==> config.mk <==
export PLATFORM = sky130hd
export DESIGN_NAME = la_clkgate_seq
export DESIGN_NICKNAME = d
export VERILOG_FILES = /design/src/rtl/la_clkgate_seq.sv
export SDC_FILE = /design/constraint.sdc
export NUM_CORES = 1
export LEC_CHECK = 0
export BUFFER_PORTS_ARGS = -buffer_cell sky130_fd_sc_hd__buf_2
export CORE_UTILIZATION = 55
export CTS_CLUSTER_DIAMETER = 200
export DETAILED_ROUTE_END_ITERATION = 8
export PLACE_DENSITY = 0.7
export SLEW_MARGIN = 10
export SYNTH_ARGS = -nofsm -noshare
export SYNTH_HDL_FRONTEND = slang
export SYNTH_SLANG_ARGS = --single-unit
==> constraint.sdc <==
create_clock -name clk -period 3.1 [get_ports clk]
set_input_delay 0.31 -clock clk [delete_from_list [all_inputs] [get_ports clk]]
set_output_delay 0.31 -clock clk [all_outputs]
set_load 0.02 [all_outputs]
==> src/rtl/la_clkgate_seq.sv <==
// la_clkgate_seq -- clock-gate sequencer for N gated clock domains.
//
// Wake-ups are serialised with a programmable stagger to bound supply di/dt.
// Each requester is acknowledged once its gated clock has settled. A domain
// is gated off after it has been idle for HOLD consecutive cycles.
// The block lives in the always-on clock domain, next to the gate cells.
//
// Ports:
//   clk      always-on clock
//   nreset   synchronous active-low reset
//   req      per-domain clock request (level)
//   idle     per-domain idle indication from the domain logic
//   test_en  DFT override, forces every clock enable on
//   en       clock enables to the gate cells (en_q | {N{test_en}})
//   ack      per-domain clock stable, 2 cycles after en_q rises
//   busy     wake sequencing in progress
module la_clkgate_seq #(
    parameter int N       = 4,
    parameter int STAGGER = 4,
    parameter int HOLD    = 16,
    parameter int CW      = 8
) (
    input  logic         clk,
    input  logic         nreset,
    input  logic [N-1:0] req,
    input  logic [N-1:0] idle,
    input  logic         test_en,
    output logic [N-1:0] en,
    output logic [N-1:0] ack,
    output logic         busy
);

    localparam int PW = (N > 1) ? $clog2(N) : 1;

    typedef enum logic [1:0] {
        ST_OFF,
        ST_PEND,
        ST_SETTLE,
        ST_ON
    } state_t;

    state_t          state    [N];
    logic [CW-1:0]   idle_cnt [N];
    logic [N-1:0]    en_q;
    logic [N-1:0]    ack_q;
    logic [N-1:0]    settle_q;
    logic [CW-1:0]   timer;
    logic [PW-1:0]   ptr;

    logic [N-1:0]    cand;
    logic [N-1:0]    seq_vec;
    logic            grant_vld;
    logic            grant;
    logic [PW-1:0]   grant_idx;
    int unsigned     idx;

    // A PEND domain whose request has already dropped is not eligible, so a
    // withdrawn request never produces an enable pulse.
    always_comb begin
        cand    = '0;
        seq_vec = '0;
        for (int unsigned i = 0; i < N; i++) begin
            cand[i]    = (state[i] == ST_PEND) && req[i];
            seq_vec[i] = (state[i] == ST_PEND) || (state[i] == ST_SETTLE);
        end
    end

    // Circular scan starting at ptr; first eligible index wins.
    always_comb begin
        grant_vld = 1'b0;
        grant_idx = '0;
        idx       = 0;
        for (int unsigned k = 0; k < N; k++) begin
            idx = 32'(ptr) + k;
            if (idx >= N) idx = idx - N;
            if (!grant_vld && cand[PW'(idx)]) begin
                grant_vld = 1'b1;
                grant_idx = PW'(idx);
            end
        end
    end

    assign grant = grant_vld && (timer == '0);

    always_ff @(posedge clk) begin
        if (!nreset) begin
            en_q     <= '0;
            ack_q    <= '0;
            settle_q <= '0;
            timer    <= '0;
            ptr      <= '0;
            for (int unsigned i = 0; i < N; i++) begin
                state[i]    <= ST_OFF;
                idle_cnt[i] <= '0;
            end
        end else begin
            if (grant) begin
                timer <= CW'(STAGGER - 1);
                ptr   <= (grant_idx == PW'(N - 1)) ? '0 : grant_idx + PW'(1);
            end else if (timer != '0) begin
                timer <= timer - CW'(1);
            end

            for (int unsigned i = 0; i < N; i++) begin
                case (state[i])
                    ST_OFF: begin
                        if (req[i]) state[i] <= ST_PEND;
                    end
                    ST_PEND: begin
                        if (grant && (grant_idx == PW'(i))) begin
                            en_q[i]     <= 1'b1;
                            settle_q[i] <= 1'b0;
                            state[i]    <= ST_SETTLE;
                        end else if (!req[i]) begin
                            state[i] <= ST_OFF;
                        end
                    end
                    // settle_q marks the first settle cycle as spent.
                    ST_SETTLE: begin
                        if (settle_q[i]) begin
                            ack_q[i]    <= 1'b1;
                            idle_cnt[i] <= '0;
                            state[i]    <= ST_ON;
                        end else begin
                            settle_q[i] <= 1'b1;
                        end
                    end
                    ST_ON: begin
                        if (!req[i] && idle[i]) begin
                            if (idle_cnt[i] == CW'(HOLD - 1)) begin
                                en_q[i]     <= 1'b0;
                                ack_q[i]    <= 1'b0;
                                idle_cnt[i] <= '0;
                                state[i]    <= ST_OFF;
                            end else begin
                                idle_cnt[i] <= idle_cnt[i] + CW'(1);
                            end
                        end else begin
                            idle_cnt[i] <= '0;
                        end
                    end
                    default: state[i] <= ST_OFF;
                endcase
            end
        end
    end

    // test_en only reaches the gate cells; the gate cell latch absorbs it.
    assign en   = en_q | {N{test_en}};
    assign ack  = ack_q;
    assign busy = (|seq_vec) || (timer != '0);

endmodule

== Word-level counts from Yosys, hierarchy flattened ==
Memory sizes are Yosys's and may differ from the RTL's.
Cells that the tools add are included.

* Memories: 2
* Input port bits: 11
* Bits in writable memories: 40
* Logic and storage cells: 389
* Output and inout port bits: 9
* Register bits after elaboration: 22

{| class="wikitable"
|+ Memory list
! memory !! depth !! bits a word !! read ports !! clocked after memory_dff !! wr ports !! RTL line !! text
|-
| idle_cnt || 4 || 8 || 4 || 0 || 4 || 43 || <nowiki>logic [CW-1:0] idle_cnt [N];</nowiki>
|-
| state || 4 || 2 || 4 || 0 || 4 || 42 || <nowiki>state_t state [N];</nowiki>
|}

* Add/sub/neg operators: 13
* Mux-type cells: 216
* $lt $le $gt $ge: 8
* Reductions and logical operators: 62
* Bitwise operators: 38
* Eq/ne operators: 35

{| class="wikitable"
|+ Operators by type and width
! kind !! count
|-
| $mux 1 || 153
|-
| $mux 8 || 16
|-
| $mux 2 || 31
|-
| $or 1x1->1 || 36
|-
| $add 8x1->8 const B || 4
|-
| $eq 8x4->1 const B || 4
|-
| $reduce_and 4->1 || 8
|-
| $reduce_bool 2->1 || 13
|-
| $ne 2x2->1 const B || 12
|-
| $pmux 1 s2 || 12
|-
| $eq 2x2->1 const B || 10
|-
| $logic_and 1x1->1 || 16
|-
| $lt 2x3->1 const B || 4
|-
| $eq 2x1->1 const B || 5
|-
| $logic_not 2->1 || 5
|-
| $ge 3x3->1 const B || 3
|-
| $bmux 1 s2 || 4
|-
| $logic_not 8->1 || 1
|-
| $ne 2x1->1 const B || 4
|-
| $reduce_and 2->1 || 4
|-
| $reduce_bool 8->1 || 1
|-
| $sub 2x1->2 const B || 4
|-
| $sub 8x1->8 const B || 1
|-
| $logic_not 1->1 || 7
|-
| other kinds (9) || 14
|}

== Longest topological paths before layout ==
An unclocked memory read counts as a cell.

* Depth after elaboration: 25
* Gate-level depth with buffers: 12
* Gate-level depth less buffers: 11

== Worst setup path before layout ==
No wires, ideal clock.

* Kind: flip-flop to flip-flop
* Start: mem state[0][0] (netlist bit)
* End: mem state[0][0] (netlist bit) (enable)
* Buffers on the path: 1
* Setup time: 0.246 ns
* Required time: 2.854 ns
* Setup slack: 0.576 ns
* Clock period less this slack: 2.524 ns
* Data arrival time: 2.278 ns
* Stages on the path, launching flop included: 12
* Path through: edfxtp_1 > ha_1 > clkbuf_1 > and3b_1 > a31oi_1 > a2bb2oi_1 > nand3_1 > ha_1 > nor2b_1 > o2111a_1 > nand2b_1 > a21o_1

{| class="wikitable"
|+ RTL lines
! what !! RTL line
|-
| start, declared || 42
|}

==> results.py <==
metrics = {
    "clock_tree": {
        "post_cts_resized": 0,
        "clkSinkCount": 62,
        "clk_pin_slew_ps": 70,
        "cts_hold_buf": 0,
        "ctsHtreeMaxLevel": 3,
        "cts_buffers": 9,
        "cts.path.max_buffers": 2,
        "postCtsSetupBuffers": 0,
        "cts-root-buf": "clkbuf_8",
        "cts_tree": "yes",
        "clk_latency_ps": 340,
    },
    "global_route": {
        "globalRoute.totalOverflow": 0,
        "track_usage_pct": 22.26,
        "antenna_found_initial": 0,
        "grt_pass1_vias": 2639,
        "grt_first_pass_wirelength_microns": 12340,
        "grt_max_degree": 23,
    },
    "power_and_ir_drop": {
        "vdd_ir_drop_max_mv": 0.5538,
        "sw_frac_of_total_pct": 31.57,
        "internal_power_w": 0.001701,
        "seqPwrFrac_pct": 44.2,
        "powerDensity_mw_per_mm2": 624.4,
        "comb_power_share_pct": 25.0,
        "switchingPower_w": 0.0007846,
        "leakagePower_nw": 1.576,
        "clkPwrFrac_pct": 30.8,
    },
    "sta": {
        "finalCritPeriodShare_pct": 88.80,
        "hold_viol": 0,
        "tns_ps": 0,
        "finalMaxSlewViolations": 0,
        "max_freq_ghz": 0.3633,
        "finalClockSkew_ps": 12.80,
        "slew_headroom_pct": 65.35,
        "finalSetupViolCount": 0,
        "rsz0062_at_grt": "false",
        "fin_crit_ps": 2753,
        "worstMarginPinSlew_ps": 517.6,
    },
    "critical_path": {
        "crit_path_max_fanout": 11,
        "startpoint_type": "register",
        "crit_required_ps": 3200,
        "end_kind": "register",
        "arrival_ps": 2850,
        "critPathKind": "reg2reg",
    },
    "floorplan": {
        "die_h_microns": 82.96,
        "die_w_microns": 82.96,
        "coreArea_sq_mm": 0.006350,
        "die_area_sq_mm": 0.006882,
        "start_util_pct": 56.77,
        "rows": 29,
        "ioPinCount": 20,
    },
    "drt": {
        "num_vias": 2716,
        "antenna_left": 0,
        "wl_per_cell_microns": 14.66,
        "routed_via_density": 5.730,
        "routed_wl_microns": 6951,
        "dr.pass1.iters": 4,
        "drt_iter0_drc": 163,
        "drcViolationCount": 0,
    },
    "flow_run": {
        "max_cap_violations": 0,
    },
    "logic_synthesis": {
        "ys_warn_count": 0,
        "synth_cell_type_count": 51,
        "synthArstFlopShare_pct": 0,
        "ys_ff_latch": 62,
        "syn-instance-count": 370,
        "synth_edf_count": 40,
        "synth_area_per_cell_sq_um": 9.742,
        "synthFlopType": "edfxtp_1",
        "syn-num-nets": 406,
        "seq_area_frac_synth_pct": 45.54,
        "syn_area_sq_mm": 0.003605,
    },
    "place": {
        "post-dp-hpwl_microns": 5096,
        "port_buffers": 19,
        "gp_congestion": 1.010,
        "place_inst": 458,
    },
    "layout": {
        "layout.nets": 428,
        "layoutNonFillerInstCount": 474,
        "layout-drive-gt1-share_pct": 11.84,
        "n_antenna_cell": 0,
        "layout-area-overhead-vs-synth_pct": 10.41,
    },
    "worst_hold_path": {
        "min_path_type": "in2reg",
    },
    "outcome": {
        "outcome": "finished, final reports clean",
    },
}
[worst max-delay path, cell delays in order (launching register included)]
cell	delay [ps]
edfxtp_1	380
inv_1	70
ha_1	300
and3b_1	230
a31oi_1	150
a2bb2oi_1	260
nand3_1	160
ha_1	300
nor2b_1	160
o2111a_1	140
nand2b_1	150
a21o_1	200
[routing by layer]
metal	GRT usage, %	share of wire [%]
met5	0	0
met4	10.19	2.7
met3	4.970	3.2
met2	34.58	46
met1	29.74	48
[power groups by stage]
stage               registers, W  clock network [W]  logic (W)
finish                   0.00110           0.000766   0.000622
global placement         0.00111                  0   0.000608
CTS                      0.00110           0.000779   0.000623
global route             0.00111           0.000813   0.000712
floorplan                0.00109                  0   0.000486
detailed placement       0.00111                  0   0.000618
[through the flow]
step	hold WS [ps]	worst slack, ps	util (%)	power (W)	cell area, sq um
2_1_floorplan	426.7	575.7	-	0.001578	3605
3_3_place_gp	440.3	499.4	59.31	0.001716	3766
3_5_place_dp	451.3	408.4	59.31	0.001732	3766
4_1_cts	292.4	371.5	62.68	0.002499	3980
5_1_grt	332.4	120.1	62.68	0.002638	3980
6_report	307.2	347.3	62.68	0.002485	3980
[path summary, 6_finish.rpt]
kind	from	depth (start not counted)	end	slack, ps
worst min register to register	en_q[2]	2	en_q[2]	460
worst max register to register	state[0][1]	11	state[0][0]	350
worst max-delay path	state[0][1]	11	state[0][0]	350
worst min-delay path	idle[0]	3	en_q[0]	310
[placed cells by master (no fill, tap or decap), types with 4 or more instances in the layout]
cell type   n
a21oi_1    16
a22oi_1     5
a31oi_1     4
and3_1      6
and3b_1     5
buf_2      19
clkbuf_8    9
dfxtp_1    22
edfxtp_1   40
ha_1       25
inv_1      17
nand2_1    37
nand3_1    28
nand3b_1    5
nand4_1     4
nor2_1     51
nor3_1      5
nor4_1      5
o21ai_0     4
or2_2       4
xnor2_1    16
xor2_1     13
[cell usage after synthesis (2+ instances only)]
cell type	n	area (sq um)
nor2_1	51	191.4
edfxtp_1	40	1201
nand2_1	37	138.9
nand3_1	28	140.1
ha_1	25	312.8
dfxtp_1	22	440.4
inv_1	17	63.81
a21oi_1	16	80.08
xnor2_1	16	140.1
xor2_1	13	113.9
clkbuf_1	8	30.03
and3_1	6	37.54
a22oi_1	5	37.54
and3b_1	5	43.79
nand3b_1	5	37.54
nor3_1	5	25.02
nor4_1	5	31.28
a31oi_1	4	25.02
nand4_1	4	25.02
o21ai_0	4	20.02
or2_2	4	25.02
a211o_1	3	26.28
a21boi_0	3	22.52
a31o_2	3	26.28
nor2b_1	3	18.77
o21a_1	3	22.52
a211oi_1	2	15.01
a22o_1	2	17.52
a2bb2oi_1	2	17.52
mux2i_1	2	20.02
nand2b_1	2	12.51
nand4b_1	2	17.52
o2111ai_1	2	17.52
o221a_2	2	22.52
o22ai_1	2	12.51
or3b_1	2	17.52
[cell type report]
type / instances / area [sq um]
clock buffers: 10 / 127.6
well taps: 77 / 96.34
flip-flops and latches: 62 / 1642
multi-input cells: 282 / 1862
inverters: 17 / 63.81
clock inverters: 6 / 86.33
repair buffers: 20 / 102.6
fillers: 562 / 2370
[cells by family after synthesis]
kind of cell,Yosys count,share of synthesized area (%)
DFF,62,45.54
buffers and inverters,26,2.812
and+or+nand+nor,165,23.12
xor gates and xnor gates,29,7.046
adders and majority gates,25,8.678
muxes,2,0.5554
AOI/OAI and AO/OA,61,12.25
[flip-flops by register name, indices dropped and copies added, names as in the netlist]
signal / flops
idle_cnt: 32
state: 8
timer: 8
ack: 4
en_q: 4
settle_q: 4
ptr: 2
(Power assumes the default switching activity.)
